File: config.mk
export PLATFORM = sky130hd
export DESIGN_NAME = mult_div_unit_flat
export DESIGN_NICKNAME = d
export VERILOG_FILES = /design/src/rtl/mult_div_unit_if.sv /design/src/rtl/mult_div_unit.sv /design/src/flat_wrapper.sv
export SDC_FILE = /design/constraint.sdc
export NUM_CORES = 1
export LEC_CHECK = 0
export ABC_AREA = 0
export CELL_PAD_IN_SITES_DETAIL_PLACEMENT = 1
export CELL_PAD_IN_SITES_GLOBAL_PLACEMENT = 2
export CORE_MARGIN = 1.5
export CORE_UTILIZATION = 38
export CTS_CLUSTER_SIZE = 28
export DETAILED_ROUTE_END_ITERATION = 8
export GPL_ROUTABILITY_DRIVEN = 0
export MAX_ROUTING_LAYER = met4
export PLACE_DENSITY_LB_ADDON = 0.1
export SLEW_MARGIN = 20
export SYNTH_ARGS = -nofsm -noshare
export SYNTH_HDL_FRONTEND = slang
export SYNTH_SLANG_ARGS = --single-unit
File: constraint.sdc
create_clock -name clock -period 8 [get_ports clock]
set_input_delay 1.6 -clock clock [delete_from_list [all_inputs] [get_ports clock]]
set_output_delay 1.6 -clock clock [all_outputs]
set_load 0.01 [all_outputs]
File: src/rtl/mult_div_unit_if.sv
// Request/result bundle between the control unit and the multiply/divide unit.
interface mult_div_unit_if;
  logic        start;
  logic        op;
  logic [31:0] a;
  logic [31:0] b;
  logic        busy;
  logic        done;
  logic        div_zero;
  logic [31:0] hi;
  logic [31:0] lo;

  modport master (
    output start, op, a, b,
    input  busy, done, div_zero, hi, lo
  );

  modport slave (
    input  start, op, a, b,
    output busy, done, div_zero, hi, lo
  );
endinterface

File: src/rtl/mult_div_unit.sv
// Multicycle signed MULT (radix-2 Booth) / DIV (restoring on magnitudes) unit
// writing a 64-bit result into HI/LO, one iteration per clock.
module mult_div_unit (
  input  logic             clock,
  input  logic             reset,
  mult_div_unit_if.slave   bus
);

  typedef enum logic [2:0] {
    S_IDLE,
    S_MULT,
    S_DIV,
    S_FIX,
    S_DONE
  } state_t;

  state_t      r_state;
  state_t      w_next;

  logic        r_op;
  logic [31:0] r_a;
  logic        r_b_sgn;
  logic [5:0]  r_cnt;
  logic [64:0] r_prod;
  logic [31:0] r_rem;
  logic [31:0] r_quo;
  logic [31:0] r_dmag;
  logic [31:0] r_hi;
  logic [31:0] r_lo;
  logic        r_dz;

  logic        w_accept;
  logic        w_dz;
  logic        w_last;
  logic [31:0] w_amag;
  logic [31:0] w_bmag;
  logic [32:0] w_mcand;
  logic [32:0] w_upper;
  logic [32:0] w_sum;
  logic [64:0] w_booth;
  logic [32:0] w_shift;
  logic [32:0] w_diff;
  logic        w_qbit;
  logic [31:0] w_rem_next;

  assign w_accept = ((r_state == S_IDLE) || (r_state == S_DONE)) && bus.start;
  assign w_dz     = w_accept && bus.op && (bus.b == '0);
  assign w_last   = (r_cnt == 6'd31);

  // |0x80000000| wraps to itself, which is the correct unsigned magnitude.
  assign w_amag = bus.a[31] ? (~bus.a + 32'd1) : bus.a;
  assign w_bmag = bus.b[31] ? (~bus.b + 32'd1) : bus.b;

  // Booth step: 33-bit add/sub on the upper half keeps -(-2^31) exact.
  assign w_mcand = {r_a[31], r_a};
  assign w_upper = {r_prod[64], r_prod[64:33]};
  always_comb begin
    w_sum = w_upper;
    case (r_prod[1:0])
      2'b01:   w_sum = w_upper + w_mcand;
      2'b10:   w_sum = w_upper - w_mcand;
      default: w_sum = w_upper;
    endcase
  end
  assign w_booth = {w_sum, r_prod[32:1]};

  // Restoring step: remainder stays below the divisor, so 33 bits give a true sign.
  assign w_shift    = {r_rem, r_quo[31]};
  assign w_diff     = w_shift - {1'b0, r_dmag};
  assign w_qbit     = ~w_diff[32];
  assign w_rem_next = w_qbit ? w_diff[31:0] : w_shift[31:0];

  always_ff @(posedge clock) begin
    if (!reset) begin
      r_state <= S_IDLE;
    end else begin
      r_state <= w_next;
    end
  end

  always_comb begin
    w_next = r_state;
    case (r_state)
      S_IDLE, S_DONE: begin
        if (w_accept) begin
          if (w_dz)        w_next = S_DONE;
          else if (bus.op) w_next = S_DIV;
          else             w_next = S_MULT;
        end else begin
          w_next = S_IDLE;
        end
      end
      S_MULT:  w_next = w_last ? S_FIX : S_MULT;
      S_DIV:   w_next = w_last ? S_FIX : S_DIV;
      S_FIX:   w_next = S_DONE;
      default: w_next = S_IDLE;
    endcase
  end

  always_comb begin
    bus.busy = 1'b0;
    bus.done = 1'b0;
    case (r_state)
      S_MULT, S_DIV, S_FIX: bus.busy = 1'b1;
      S_DONE:               bus.done = 1'b1;
      default: begin
        bus.busy = 1'b0;
        bus.done = 1'b0;
      end
    endcase
  end

  assign bus.div_zero = r_dz;
  assign bus.hi       = r_hi;
  assign bus.lo       = r_lo;

  always_ff @(posedge clock) begin
    if (!reset) begin
      r_op    <= 1'b0;
      r_a     <= '0;
      r_b_sgn <= 1'b0;
      r_cnt   <= '0;
      r_prod  <= '0;
      r_rem   <= '0;
      r_quo   <= '0;
      r_dmag  <= '0;
      r_hi    <= '0;
      r_lo    <= '0;
      r_dz    <= 1'b0;
    end else begin
      r_dz <= w_dz;
      case (r_state)
        S_IDLE, S_DONE: begin
          if (w_accept) begin
            r_op    <= bus.op;
            r_a     <= bus.a;
            r_b_sgn <= bus.b[31];
            r_cnt   <= '0;
            r_prod  <= {32'd0, bus.b, 1'b0};
            r_rem   <= '0;
            r_quo   <= w_amag;
            r_dmag  <= w_bmag;
          end
        end
        S_MULT: begin
          r_prod <= w_booth;
          r_cnt  <= r_cnt + 6'd1;
        end
        S_DIV: begin
          r_rem  <= w_rem_next;
          r_quo  <= {r_quo[30:0], w_qbit};
          r_cnt  <= r_cnt + 6'd1;
        end
        S_FIX: begin
          if (r_op) begin
            r_lo <= (r_a[31] ^ r_b_sgn) ? (~r_quo + 32'd1) : r_quo;
            r_hi <= r_a[31] ? (~r_rem + 32'd1) : r_rem;
          end else begin
            r_hi <= r_prod[64:33];
            r_lo <= r_prod[32:1];
          end
        end
        default: ;
      endcase
    end
  end

endmodule

File: src/flat_wrapper.sv
// flat-port wrapper written by rule: the top's interface ports become plain ports
module mult_div_unit_flat 
  (clock, reset, bus_start, bus_op, bus_a, bus_b, bus_busy, bus_done, bus_div_zero, bus_hi, bus_lo);
  mult_div_unit_if bus_i ();
  input  logic clock;
  input  logic reset;
  input wire logic [$bits(bus_i.start)-1:0] bus_start;
  input wire logic [$bits(bus_i.op)-1:0] bus_op;
  input wire logic [$bits(bus_i.a)-1:0] bus_a;
  input wire logic [$bits(bus_i.b)-1:0] bus_b;
  output wire logic [$bits(bus_i.busy)-1:0] bus_busy;
  output wire logic [$bits(bus_i.done)-1:0] bus_done;
  output wire logic [$bits(bus_i.div_zero)-1:0] bus_div_zero;
  output wire logic [$bits(bus_i.hi)-1:0] bus_hi;
  output wire logic [$bits(bus_i.lo)-1:0] bus_lo;
  assign bus_i.start = bus_start;
  assign bus_i.op = bus_op;
  assign bus_i.a = bus_a;
  assign bus_i.b = bus_b;
  assign bus_busy = bus_i.busy;
  assign bus_done = bus_i.done;
  assign bus_div_zero = bus_i.div_zero;
  assign bus_hi = bus_i.hi;
  assign bus_lo = bus_i.lo;
  mult_div_unit u_core (.clock(clock), .reset(reset), .bus(bus_i));
endmodule
==> metrics <==
syn_area_per_cell 7.629 sq um; Sequential Power Share 34.4%; CTS root buf clkbuf_16; setup ws final 3.377 ns; CP Launch Type flip-flop; kind of critical path reg -> reg; final setup vio count 0; kind of cell adding the most delay to the critical path simple AND/OR/NAND/NOR gates; Final ANT Viol Nets 0; slowest cell delay on critical path 0.56 ns; Post-Syn Nets 2426; H-tree depth 2; post-place setup slack 3.038 ns; Pleak 7.447 nW; Rel. slew slack 25.12%; Max Transition Viols Final 0; First-pass DRT Iterations 5; Worst-path clk slew 0.06 ns; I/O Buffers 134; TritonCTS clock tree built; Congestion Overflow GR 0; Diodes inserted 0; vias in the first global route 17285; core box area 0.04528 sq mm; row count 78; R2R Path Start u_core.r_a[2]; GR Layer Usage met3 4.123%; Hold Crit Endpoint u_core.bus.hi[23]; Synthesis Warnings 0; clk_lat worst skew 0.56 ns; clock power share 35.9%; hold_sp u_core.bus.hi[23]; Post-synth ARST share 0%; skew final 0.02938 ns; Yosys top cell area share 30.90%; count of final hold-check violations 0; area leader, netlist dfxtp_1; placed inst area 0.01915 sq mm; worst vdd ir 0.0001467 V; 1st-iter DRT viols 1129; area grow syn2layout 16.49%; max cap viols 0; Comb power frac 29.6%; cell count of the worst reg-to-reg path 16; HP Class reg -> reg; Worst EP required 8.41 ns; Power Density 219.4 mW/mm^2; Routed WL 65.12 mm; Hold Path Stages 2; Finished Core Util 44.83%; synthesized area 0.01743 sq mm; final setup TNS 0 ns; # hold bufs at CTS 0; Psw 1.582 mW; Avg WL per Cell 22.04 um; total vias in the final route 17317; largest net degree at the start of global routing 100; R2R Path End u_core.r_prod[63]; GR Util met2 44.99%; CP Max Fanout 6; die footprint 0.04715 sq mm; die height 217.1 um; top cells by area, synth dfxtp_1, a21oi_1, nor2_1, xor2_1, nand2_1; DP Wirelength 48.67 mm; Clock Path Buffers 3; number of fill cells 5567; Max Clock Freq 0.2163 GHz; Yosys reg bits 269; post-DR vias/cell 5.862; Int Power 2.872 mW; switching share of power 35.52%; Starting Density 38.48%; Slowest cell on crit path nor4_1; met1 Resource Use GR 36.71%; Post-synth EDFFs 0; Finished Cell Area 0.02030 sq mm; global-route wire length before repair 101.1 mm; initial antenna violation count 0; share of cells above drive strength 1 4.885%; worst-margin pin slew 1.120 ns; ys flop type dfxtp_1; RSZ-0062 raised after global routing false; Seq/Total Area, Yosys 30.90%; Sinks on Clock Net 269; DRC Markers 0; Final Cycle Share 57.78%; Min Clock Period, post-route 4.623 ns; endpoint class of the critical path flip-flop; Post-CTS Setup Inserts 0; GR peak layer met2; Worst Path Buf+Inv 0; CTS resizes 0; I/O Pins 135; Die Span X 217.1 um; Cells after Synth 2284; Synth cell types 75; worst path arrival time 5.04 ns; Worst R2R Setup Slack 3.38 ns; status finished, final reports clean; nets@finish 2469; GRT Total Usage 28.05%; CTS buffer count 35; critical-path cell list or3_1 -> nor4_1 -> nand3b_1 -> nor2b_1 -> nand2_1 -> nor2_1 -> a21oi_1 -> xnor2_1 -> ha_1 -> a21oi_1 -> o21ai_0 -> a21o_1 -> a221oi_1 -> o21ai_0 -> mux2i_1 -> o22ai_1
-- through the flow --
| stage | hold slack (ns) | cells | total power, mW |
|---|---|---|---|
| final | 0.4522 | 2954 | 4.454 |
| after floorplan | 0.4326 | 2284 | 2.454 |
| after CTS | 0.4550 | 2954 | 4.492 |
| after global routing | 0.4882 | 2954 | 4.687 |
| after detailed placement | 0.4469 | 2890 | 2.873 |
| after global placement | 0.4469 | 2890 | 2.843 |
-- worst min-delay path, cell delays in order (launching register included) --
cell     delay [ns]
dfxtp_1        0.30
nand2_1        0.05
a21oi_1        0.05
-- final cells by class --
class	instances	area (sq um)	area share (%)
flip-flops and latches	269	5389	26.55
clock buffers	56	1025	5.048
repair buffers	155	1484	7.310
clock inverters	8	133.9	0.6595
multi-input cells	1786	11210	55.23
inverters	80	305.3	1.504
well taps	600	750.7	3.698
-- power groups by stage --
stage | sequential, mW | clock [mW] | combinational [mW]
global placement | 1.56 | 0 | 1.29
CTS | 1.53 | 1.64 | 1.32
detailed placement | 1.56 | 0 | 1.31
floorplan | 1.51 | 0 | 0.941
finish | 1.53 | 1.60 | 1.32
global route | 1.54 | 1.69 | 1.45
-- metal layers --
metal	wire length [um]	vias up
li1	-	8340
met1	30100	8553
met2	30690	339
met3	2723	85
met4	1609	0
met5	0	-
-- Yosys cell counts, types with 19 or more instances --
master      n
o22ai_1    47
a31oi_1    26
dfxtp_1   269
a21oi_1   197
o21ai_0   144
mux2i_1    34
nor2_1    246
ha_1       72
xnor2_1    91
buf_1      19
nor3_1     61
o211ai_1   25
or4_1      22
a21o_1     32
nand3_1    44
a22oi_1    46
xor2_1    104
clkbuf_1  127
inv_1      79
o31ai_1    41
a211oi_1   74
nand2_1   241
-- registers in the layout, summed over array words and instances, names as in the netlist --
| signal | flops |
|---|---|
| u_core.r_b_sgn | 1 |
| u_core.bus.div_zero | 1 |
| u_core.bus.hi | 32 |
| u_core.r_quo | 32 |
| u_core.r_prod | 65 |
| u_core.r_cnt | 6 |
| u_core.r_op | 1 |
| u_core.bus.lo | 32 |
| u_core.r_rem | 32 |
| u_core.r_dmag | 32 |
| u_core.r_state | 3 |
| u_core.r_a | 32 |
-- layout by cell type, fill, tap and decap left out, types with 22 or more instances in the layout --
cell             instances
xor2_1                 104
clkbuf_16               35
dfxtp_1                268
nor3_1                  59
o22ai_1                 47
ha_1                    72
a211oi_1                74
a21o_1                  32
clkdlybuf4s50_1        131
xnor2_1                 91
or4_1                   22
o21ai_0                144
a22oi_1                 46
nor2_1                 243
nand2_1                239
nand3_1                 44
o211ai_1                25
a31oi_1                 26
o31ai_1                 41
a21oi_1                197
inv_1                   79
mux2i_1                 34
-- cells by family after synthesis --
logic type | count (synthesis) | share of synthesized area (%)
simple gates | 748 | 20.04
buf+inv | 229 | 4.954
fa+ha+maj | 74 | 5.400
flops | 269 | 30.90
compound gates | 735 | 26.95
mux | 34 | 1.953
xor+xnor | 195 | 9.801
-- worst max path at each step --
stage / startpoint / to / slack [ns] / cells after the start
final: u_core.r_a[2] / u_core.r_prod[63] / 3.38 / 16
after global routing: u_core.r_a[2] / u_core.r_prod[62] / 2.96 / 15
after CTS: u_core.r_a[2] / u_core.r_prod[64] / 3.42 / 16
after detailed placement: bus_b[11] / u_core.r_dmag[29] / 3.04 / 8
after global placement: bus_b[10] / u_core.r_state[1] / 3.07 / 9
after floorplan: bus_a[9] / u_core.r_quo[26] / 3.76 / 8
Note: power is estimated with default switching activity, not from simulation.
